### src/rtl/vga_pkg.sv
// Shared VGA stream types and active-area geometry for the draw-stage chain.
// Also holds the motion FSM states and the per-axis bounce step used by rect_motion.
package vga_pkg;

    localparam int H_Blank_time = 800;
    localparam int V_Blank_time = 600;

    typedef logic [11:0] rgb_t;

    typedef struct packed {
        logic [10:0] hcount;
        logic        hsync;
        logic        hblnk;
        logic [10:0] vcount;
        logic        vsync;
        logic        vblnk;
    } vga_tim_t;

    typedef enum logic [1:0] {
        ST_WAIT  = 2'd0,
        ST_COUNT = 2'd1,
        ST_MOVE  = 2'd2
    } motion_state_t;

    // back = 0 means moving towards larger coordinates (right / down)
    typedef struct packed {
        logic [10:0] pos;
        logic        back;
    } axis_t;

    // One bounce step on one axis; sums are 12 bits so pos+size+step cannot wrap.
    function automatic axis_t axis_step(axis_t cur, int unsigned size,
                                        int unsigned step, int unsigned limit);
        axis_t       nxt;
        logic [11:0] far_edge;
        nxt      = cur;
        far_edge = {1'b0, cur.pos} + 12'(size) + 12'(step);
        if (!cur.back) begin
            if (far_edge <= 12'(limit)) begin
                nxt.pos = cur.pos + 11'(step);
            end else begin
                nxt.pos  = 11'(limit - size);
                nxt.back = 1'b1;
            end
        end else begin
            if (cur.pos >= 11'(step)) begin
                nxt.pos = cur.pos - 11'(step);
            end else begin
                nxt.pos  = '0;
                nxt.back = 1'b0;
            end
        end
        return nxt;
    endfunction

endpackage

### src/rtl/rect_motion.sv
// Per-frame rectangle motion: divides frame ticks and bounces the position off the active area.
//   state    | meaning
//   ST_WAIT  | idle until an enabled frame tick
//   ST_COUNT | advance frame divider, decide whether this frame moves
//   ST_MOVE  | apply one bounce step on both axes
module rect_motion
    import vga_pkg::*;
#(
    parameter int RECT_W    = 64,
    parameter int RECT_H    = 48,
    parameter int STEP      = 2,
    parameter int FRAME_DIV = 1,
    parameter int X_INIT    = 100,
    parameter int Y_INIT    = 100
) (
    input  logic        pclk,
    input  logic        rst,
    input  logic        frame_tick,
    input  logic        en,
    output logic [10:0] rect_x,
    output logic [10:0] rect_y
);

    localparam int CNT_W = (FRAME_DIV > 1) ? $clog2(FRAME_DIV) : 1;
    localparam logic [CNT_W-1:0] CNT_LAST = CNT_W'(FRAME_DIV - 1);

    motion_state_t    state_q, state_d;
    logic [CNT_W-1:0] cnt_q, cnt_d;
    axis_t            x_q, x_d;
    axis_t            y_q, y_d;

    always_ff @(posedge pclk) begin
        if (rst) begin
            state_q <= ST_WAIT;
            cnt_q   <= '0;
            x_q     <= '{pos: 11'(X_INIT), back: 1'b0};
            y_q     <= '{pos: 11'(Y_INIT), back: 1'b0};
        end else begin
            state_q <= state_d;
            cnt_q   <= cnt_d;
            x_q     <= x_d;
            y_q     <= y_d;
        end
    end

    always_comb begin
        state_d = state_q;
        cnt_d   = cnt_q;
        x_d     = x_q;
        y_d     = y_q;
        case (state_q)
            ST_WAIT: begin
                if (frame_tick && en) begin
                    state_d = ST_COUNT;
                end
            end
            ST_COUNT: begin
                if (cnt_q == CNT_LAST) begin
                    cnt_d   = '0;
                    state_d = ST_MOVE;
                end else begin
                    cnt_d   = cnt_q + 1'b1;
                    state_d = ST_WAIT;
                end
            end
            ST_MOVE: begin
                x_d     = axis_step(x_q, RECT_W, STEP, H_Blank_time);
                y_d     = axis_step(y_q, RECT_H, STEP, V_Blank_time);
                state_d = ST_WAIT;
            end
            default: state_d = ST_WAIT;
        endcase
    end

    assign rect_x = x_q.pos;
    assign rect_y = y_q.pos;

endmodule

### src/rtl/draw_rect_bounce.sv
// Draw stage: overlays a bouncing solid rectangle on the pixel stream,
// delaying all timing signals by one cycle to stay aligned with rgb_out.
module draw_rect_bounce
    import vga_pkg::*;
#(
    parameter int   RECT_W     = 64,
    parameter int   RECT_H     = 48,
    parameter int   X_INIT     = 100,
    parameter int   Y_INIT     = 100,
    parameter int   STEP       = 2,
    parameter int   FRAME_DIV  = 1,
    parameter rgb_t RECT_COLOR = 12'hF80
) (
    input  logic        pclk,
    input  logic        rst,
    input  logic        en,
    input  logic [10:0] hcount_in,
    input  logic        hsync_in,
    input  logic        hblnk_in,
    input  logic [10:0] vcount_in,
    input  logic        vsync_in,
    input  logic        vblnk_in,
    input  logic [11:0] rgb_in,
    output logic [10:0] hcount_out,
    output logic        hsync_out,
    output logic        hblnk_out,
    output logic [10:0] vcount_out,
    output logic        vsync_out,
    output logic        vblnk_out,
    output logic [11:0] rgb_out,
    output logic [10:0] rect_x,
    output logic [10:0] rect_y
);

    vga_tim_t tim_q, tim_d;
    rgb_t     rgb_q, rgb_d;
    logic     vblnk_prev_q;
    logic     frame_tick;
    logic     in_x, in_y;

    assign frame_tick = vblnk_in & ~vblnk_prev_q;

    rect_motion #(
        .RECT_W    (RECT_W),
        .RECT_H    (RECT_H),
        .STEP      (STEP),
        .FRAME_DIV (FRAME_DIV),
        .X_INIT    (X_INIT),
        .Y_INIT    (Y_INIT)
    ) u_motion (
        .pclk       (pclk),
        .rst        (rst),
        .frame_tick (frame_tick),
        .en         (en),
        .rect_x     (rect_x),
        .rect_y     (rect_y)
    );

    always_comb begin
        tim_d = '{hcount: hcount_in, hsync: hsync_in, hblnk: hblnk_in,
                  vcount: vcount_in, vsync: vsync_in, vblnk: vblnk_in};
        in_x  = ({1'b0, hcount_in} >= {1'b0, rect_x}) &&
                ({1'b0, hcount_in} <  ({1'b0, rect_x} + 12'(RECT_W)));
        in_y  = ({1'b0, vcount_in} >= {1'b0, rect_y}) &&
                ({1'b0, vcount_in} <  ({1'b0, rect_y} + 12'(RECT_H)));
        if (hblnk_in || vblnk_in) begin
            rgb_d = 12'h000;
        end else if (in_x && in_y) begin
            rgb_d = RECT_COLOR;
        end else begin
            rgb_d = rgb_in;
        end
    end

    always_ff @(posedge pclk) begin
        if (rst) begin
            tim_q        <= '0;
            rgb_q        <= '0;
            vblnk_prev_q <= 1'b0;
        end else begin
            tim_q        <= tim_d;
            rgb_q        <= rgb_d;
            vblnk_prev_q <= vblnk_in;
        end
    end

    assign hcount_out = tim_q.hcount;
    assign hsync_out  = tim_q.hsync;
    assign hblnk_out  = tim_q.hblnk;
    assign vcount_out = tim_q.vcount;
    assign vsync_out  = tim_q.vsync;
    assign vblnk_out  = tim_q.vblnk;
    assign rgb_out    = rgb_q;

endmodule
### config.mk
export PLATFORM = sky130hd
export DESIGN_NAME = draw_rect_bounce
export DESIGN_NICKNAME = d
export VERILOG_FILES = /design/src/rtl/vga_pkg.sv /design/src/rtl/rect_motion.sv /design/src/rtl/draw_rect_bounce.sv
export SDC_FILE = /design/constraint.sdc
export NUM_CORES = 1
export LEC_CHECK = 0
export BUFFER_PORTS_ARGS = -buffer_cell sky130_fd_sc_hd__buf_2
export CORE_AREA = 3 3 116 90
export CTS_CLUSTER_SIZE = 40
export DETAILED_ROUTE_END_ITERATION = 12
export DIE_AREA = 0 0 119 93
export GPL_ROUTABILITY_DRIVEN = 0
export PLACE_DENSITY = 0.8
export SYNTH_ARGS = -nofsm -noshare
export SYNTH_HDL_FRONTEND = slang
export SYNTH_HIERARCHICAL = 1
export SYNTH_SLANG_ARGS = --single-unit
export TNS_END_PERCENT = 30
### constraint.sdc
create_clock -name pclk -period 6.75 [get_ports pclk]
set_input_delay 0.3375 -clock pclk [delete_from_list [all_inputs] [get_ports pclk]]
set_output_delay 0.3375 -clock pclk [all_outputs]
set_load 0.1 [all_outputs]
==> summary.md <==
| Metric | Value |
|---|---|
| Status | `completed` |
| Setup Skew | `10.3 ps` |
| Top-count cell post-synth | `dfxtp_1` |
| FF-to-FF Start | `u_motion/rect_y[4]` |
| Total track usage | `roughly 22%` |
| Htree depth | `3` |
| Syn Inst Count | `560` |
| Max-slew violation count | `0` |
| R2R Path End | `rgb_out[1]` |
| Initial antenna violation count | `0` |
| Main area contributors after synthesis | `dfxtp_1, ha_1, a21oi_1, nor2b_1, buf_4` |
| Starting Density | `47.1%` |
| Setup crit end | `rgb_out[1]` |
| Synth Register Bits | `62` |
| CTS Buffer Depth | `2` |
| Diode count | `0` |
| Maximum fanout along the worst path | `22` |
| Number of flops mapped to enable cells by yosys | `0` |
| Max_cap viols | `0` |
| Cts hold-fix bufs | `0` |
| R2R Setup Slk | `3550 ps` |
| Leading cell types by count after synthesis | `dfxtp_1, a21oi_1, nor2_1` |
| Avg Inst Size Synth | `8.00 um2` |
| DPL Wire Length | `roughly 8500 um` |
| Die W | `119 um` |
| Largest net degree at the start of global routing | `52` |
| Remaining routing DRC violations | `0` |
| Resize count post-CTS | `0` |
| Slew @ Worst Pin | `1120 ps` |
| CP Capture Type | `flip-flop` |
| Period utilization | `47.4%` |
| Die Area | `around 11,000 um2` |
| Drt pass-1 iters | `6` |
| Area growth from synthesis to layout | `14.2%` |
| Vias in the first global route | `4,186` |
| Crit path kind | `reg2reg` |
| CTS clk-pin slew, worst paths | `approximately 60 ps` |
| CTS tree | `yes` |
| Core area | `around 9500 um2` |
| Cell variety after synth | `slightly above 70` |
| CP Launch Point | `u_motion/rect_y[4]` |
| Sequential area share after synthesis | `27.7%` |
| DR WL/cell | `16.2 um` |
| Count of input and output buffers | `98` |
| Hold slack | `217 ps` |
| Unrepaired setup endpoints after global routing | `no` |
| Final wirelength | `roughly 12,000 um` |
| VDD IR max | `113 uV` |
| Endpoints failing hold | `0` |
| Setup TNS | `0 ps` |
| Slew HR | `~24%` |
| Fmax achieved | `about 310 MHz` |
| Postcts setup bufs | `0` |
| R2R depth | `10` |
| CP required | `6940 ps` |
| Post-synthesis async set-or-reset flop share | `0%` |
| Vias | `4,425` |
| Vias per cell | `5.88` |
| Final antenna-violating net count | `0` |
| Worst-Skew Late Latency | `330 ps` |
| Crit path launch type | `flip-flop` |
| Tmin final | `3200 ps` |
| Grt ovf | `0` |
| DRT iter0 DRCs | `543` |
| Hold crit path type | `in2reg` |
| Post-Syn Area | `4480 um2` |
| Die Height | `93 um` |
| First-pass GRT wire length | `20,100 um` |
| Ports | `a little over 100` |
| Critical Path AT | `between 3000 and 4000 ps` |
| Area leader, netlist | `dfxtp_1` |
| Synth warnings | `6` |
| Yosys top cell area share | `27.7%` |
| Main flop type after synthesis | `dfxtp_1` |
| Num CTS Buffers | `9` |
| Final setup fails | `0` |
| Power density over the cells | `approximately 220 nW/um2` |
| Root Buffer | `clkbuf_16` |
| Num Clock Sinks | `62` |
| Total Power | `1.13 mW` |
| Layout cells sized above 1 | `between 20% and 30%` |
| Total Nets Final | `696` |
| Row count | `31` |
| Leakage | `~2.1 nW` |
==> cell type report <==
cell class	count	area, um2
well taps	132	165
fillers	829	4390
multi-input cells	408	2780
inverters	35	131
repair buffers	99	498
clock buffers	10	239
clock inverters	6	61.3
flip-flops and latches	62	1240
==> routing by layer <==
metal  vias to the layer above  routed length (um)  global-route usage, %  part of all wire [%]
met3                        12                1100                   4.29                   9.0
met1                      2056                5060                   28.2                    42
met2                       229                5900                   36.7                    48
met4                         0                 115                   5.98                  0.94
met5                         -                   0                      0                     0
li1                       2128                   -                      -                     -
==> kinds of logic (layout without fill, tap and decap cells) <==
logic type	Yosys count	in the layout	synth area share, %
other	1	2	0.0837
AOI/OAI and AO/OA	149	149	22.8
xor gates and xnor gates	14	14	2.74
adders and majority gates	40	40	11.2
muxes	5	5	1.42
and+or+nand+nor	198	198	23.8
buffers and inverters	91	150	10.3
DFF	62	62	27.7
==> stage by stage <==
step | worst slack, ps | utilization [%] | std cells | instance area (um2)
floorplan | 4060 | - | 561 | 4480
global placement | 3770 | 50.7 | 736 | 4820
detailed placement | 3650 | 50.7 | 736 | 4820
CTS | 3630 | 53.9 | 752 | 5120
finish | 3550 | 53.9 | 752 | 5120
global route | 3290 | 53.9 | 752 | 5120
==> layout by cell type, fill, tap and decap left out, types with 5 or more instances in the layout <==
| cell | synthesis | routed |
|---|---|---|
| nor2_1 | 41 | 41 |
| buf_2 | 11 | 98 |
| a31oi_1 | 12 | 12 |
| a211oi_1 | 6 | 6 |
| o21ai_0 | 26 | 26 |
| nand2b_1 | 5 | 5 |
| nor2b_1 | 31 | 31 |
| inv_1 | 35 | 35 |
| nor3_1 | 12 | 12 |
| nand4_1 | 11 | 11 |
| nand2_1 | 35 | 35 |
| a21oi_1 | 43 | 43 |
| xnor2_1 | 11 | 11 |
| nand3_1 | 22 | 22 |
| o21a_1 | 6 | 6 |
| a21o_1 | 7 | 7 |
| or3_1 | 5 | 5 |
| and3_1 | 6 | 6 |
| dfxtp_1 | 62 | 62 |
| nor4_1 | 5 | 5 |
| clkbuf_16 | 0 | 9 |
| ha_1 | 40 | 40 |
==> how the worst min path moves through the flow <==
stage	from	endpoint	slack [ps]	cells after the start
final	rgb_in[8]	rgb_out[8]	220	2
after global routing	rgb_in[8]	rgb_out[8]	220	2
after CTS	rgb_in[8]	rgb_out[8]	210	2
after detailed placement	u_motion/state_q[0]	u_motion/state_q[0]	460	1
after global placement	u_motion/state_q[0]	u_motion/state_q[0]	440	1
after floorplan	rst	hblnk_out	410	1
==> registers in the layout, summed over array words and instances (netlist names) <==
signal	count
rgb_out	12
hcount_out	11
vcount_out	11
u_motion/rect_x	10
u_motion/rect_y	10
u_motion/state_q	2
hblnk_out	1
hsync_out	1
u_motion/x_q	1
u_motion/y_q	1
vblnk_prev_q	1
vsync_out	1
==> power by group <==
| group | switching, mW | total [mW] | internal (mW) |
|---|---|---|---|
| sequential | 0.0251 | 0.407 | 0.382 |
| clock | 0.167 | 0.461 | 0.294 |
| combinational | 0.192 | 0.260 | 0.0682 |
==> critical path, stage by stage, from the launching register on <==
cell and delay [ps]:
dfxtp_1 820, inv_1 200, ha_1 310, nor3_1 210, xnor2_1 160, ha_1 250, and3_1 150, and3_1 170
a311oi_1 180, and4_1 510, nor2_1 120
Power figures use the tool's default switching activity.
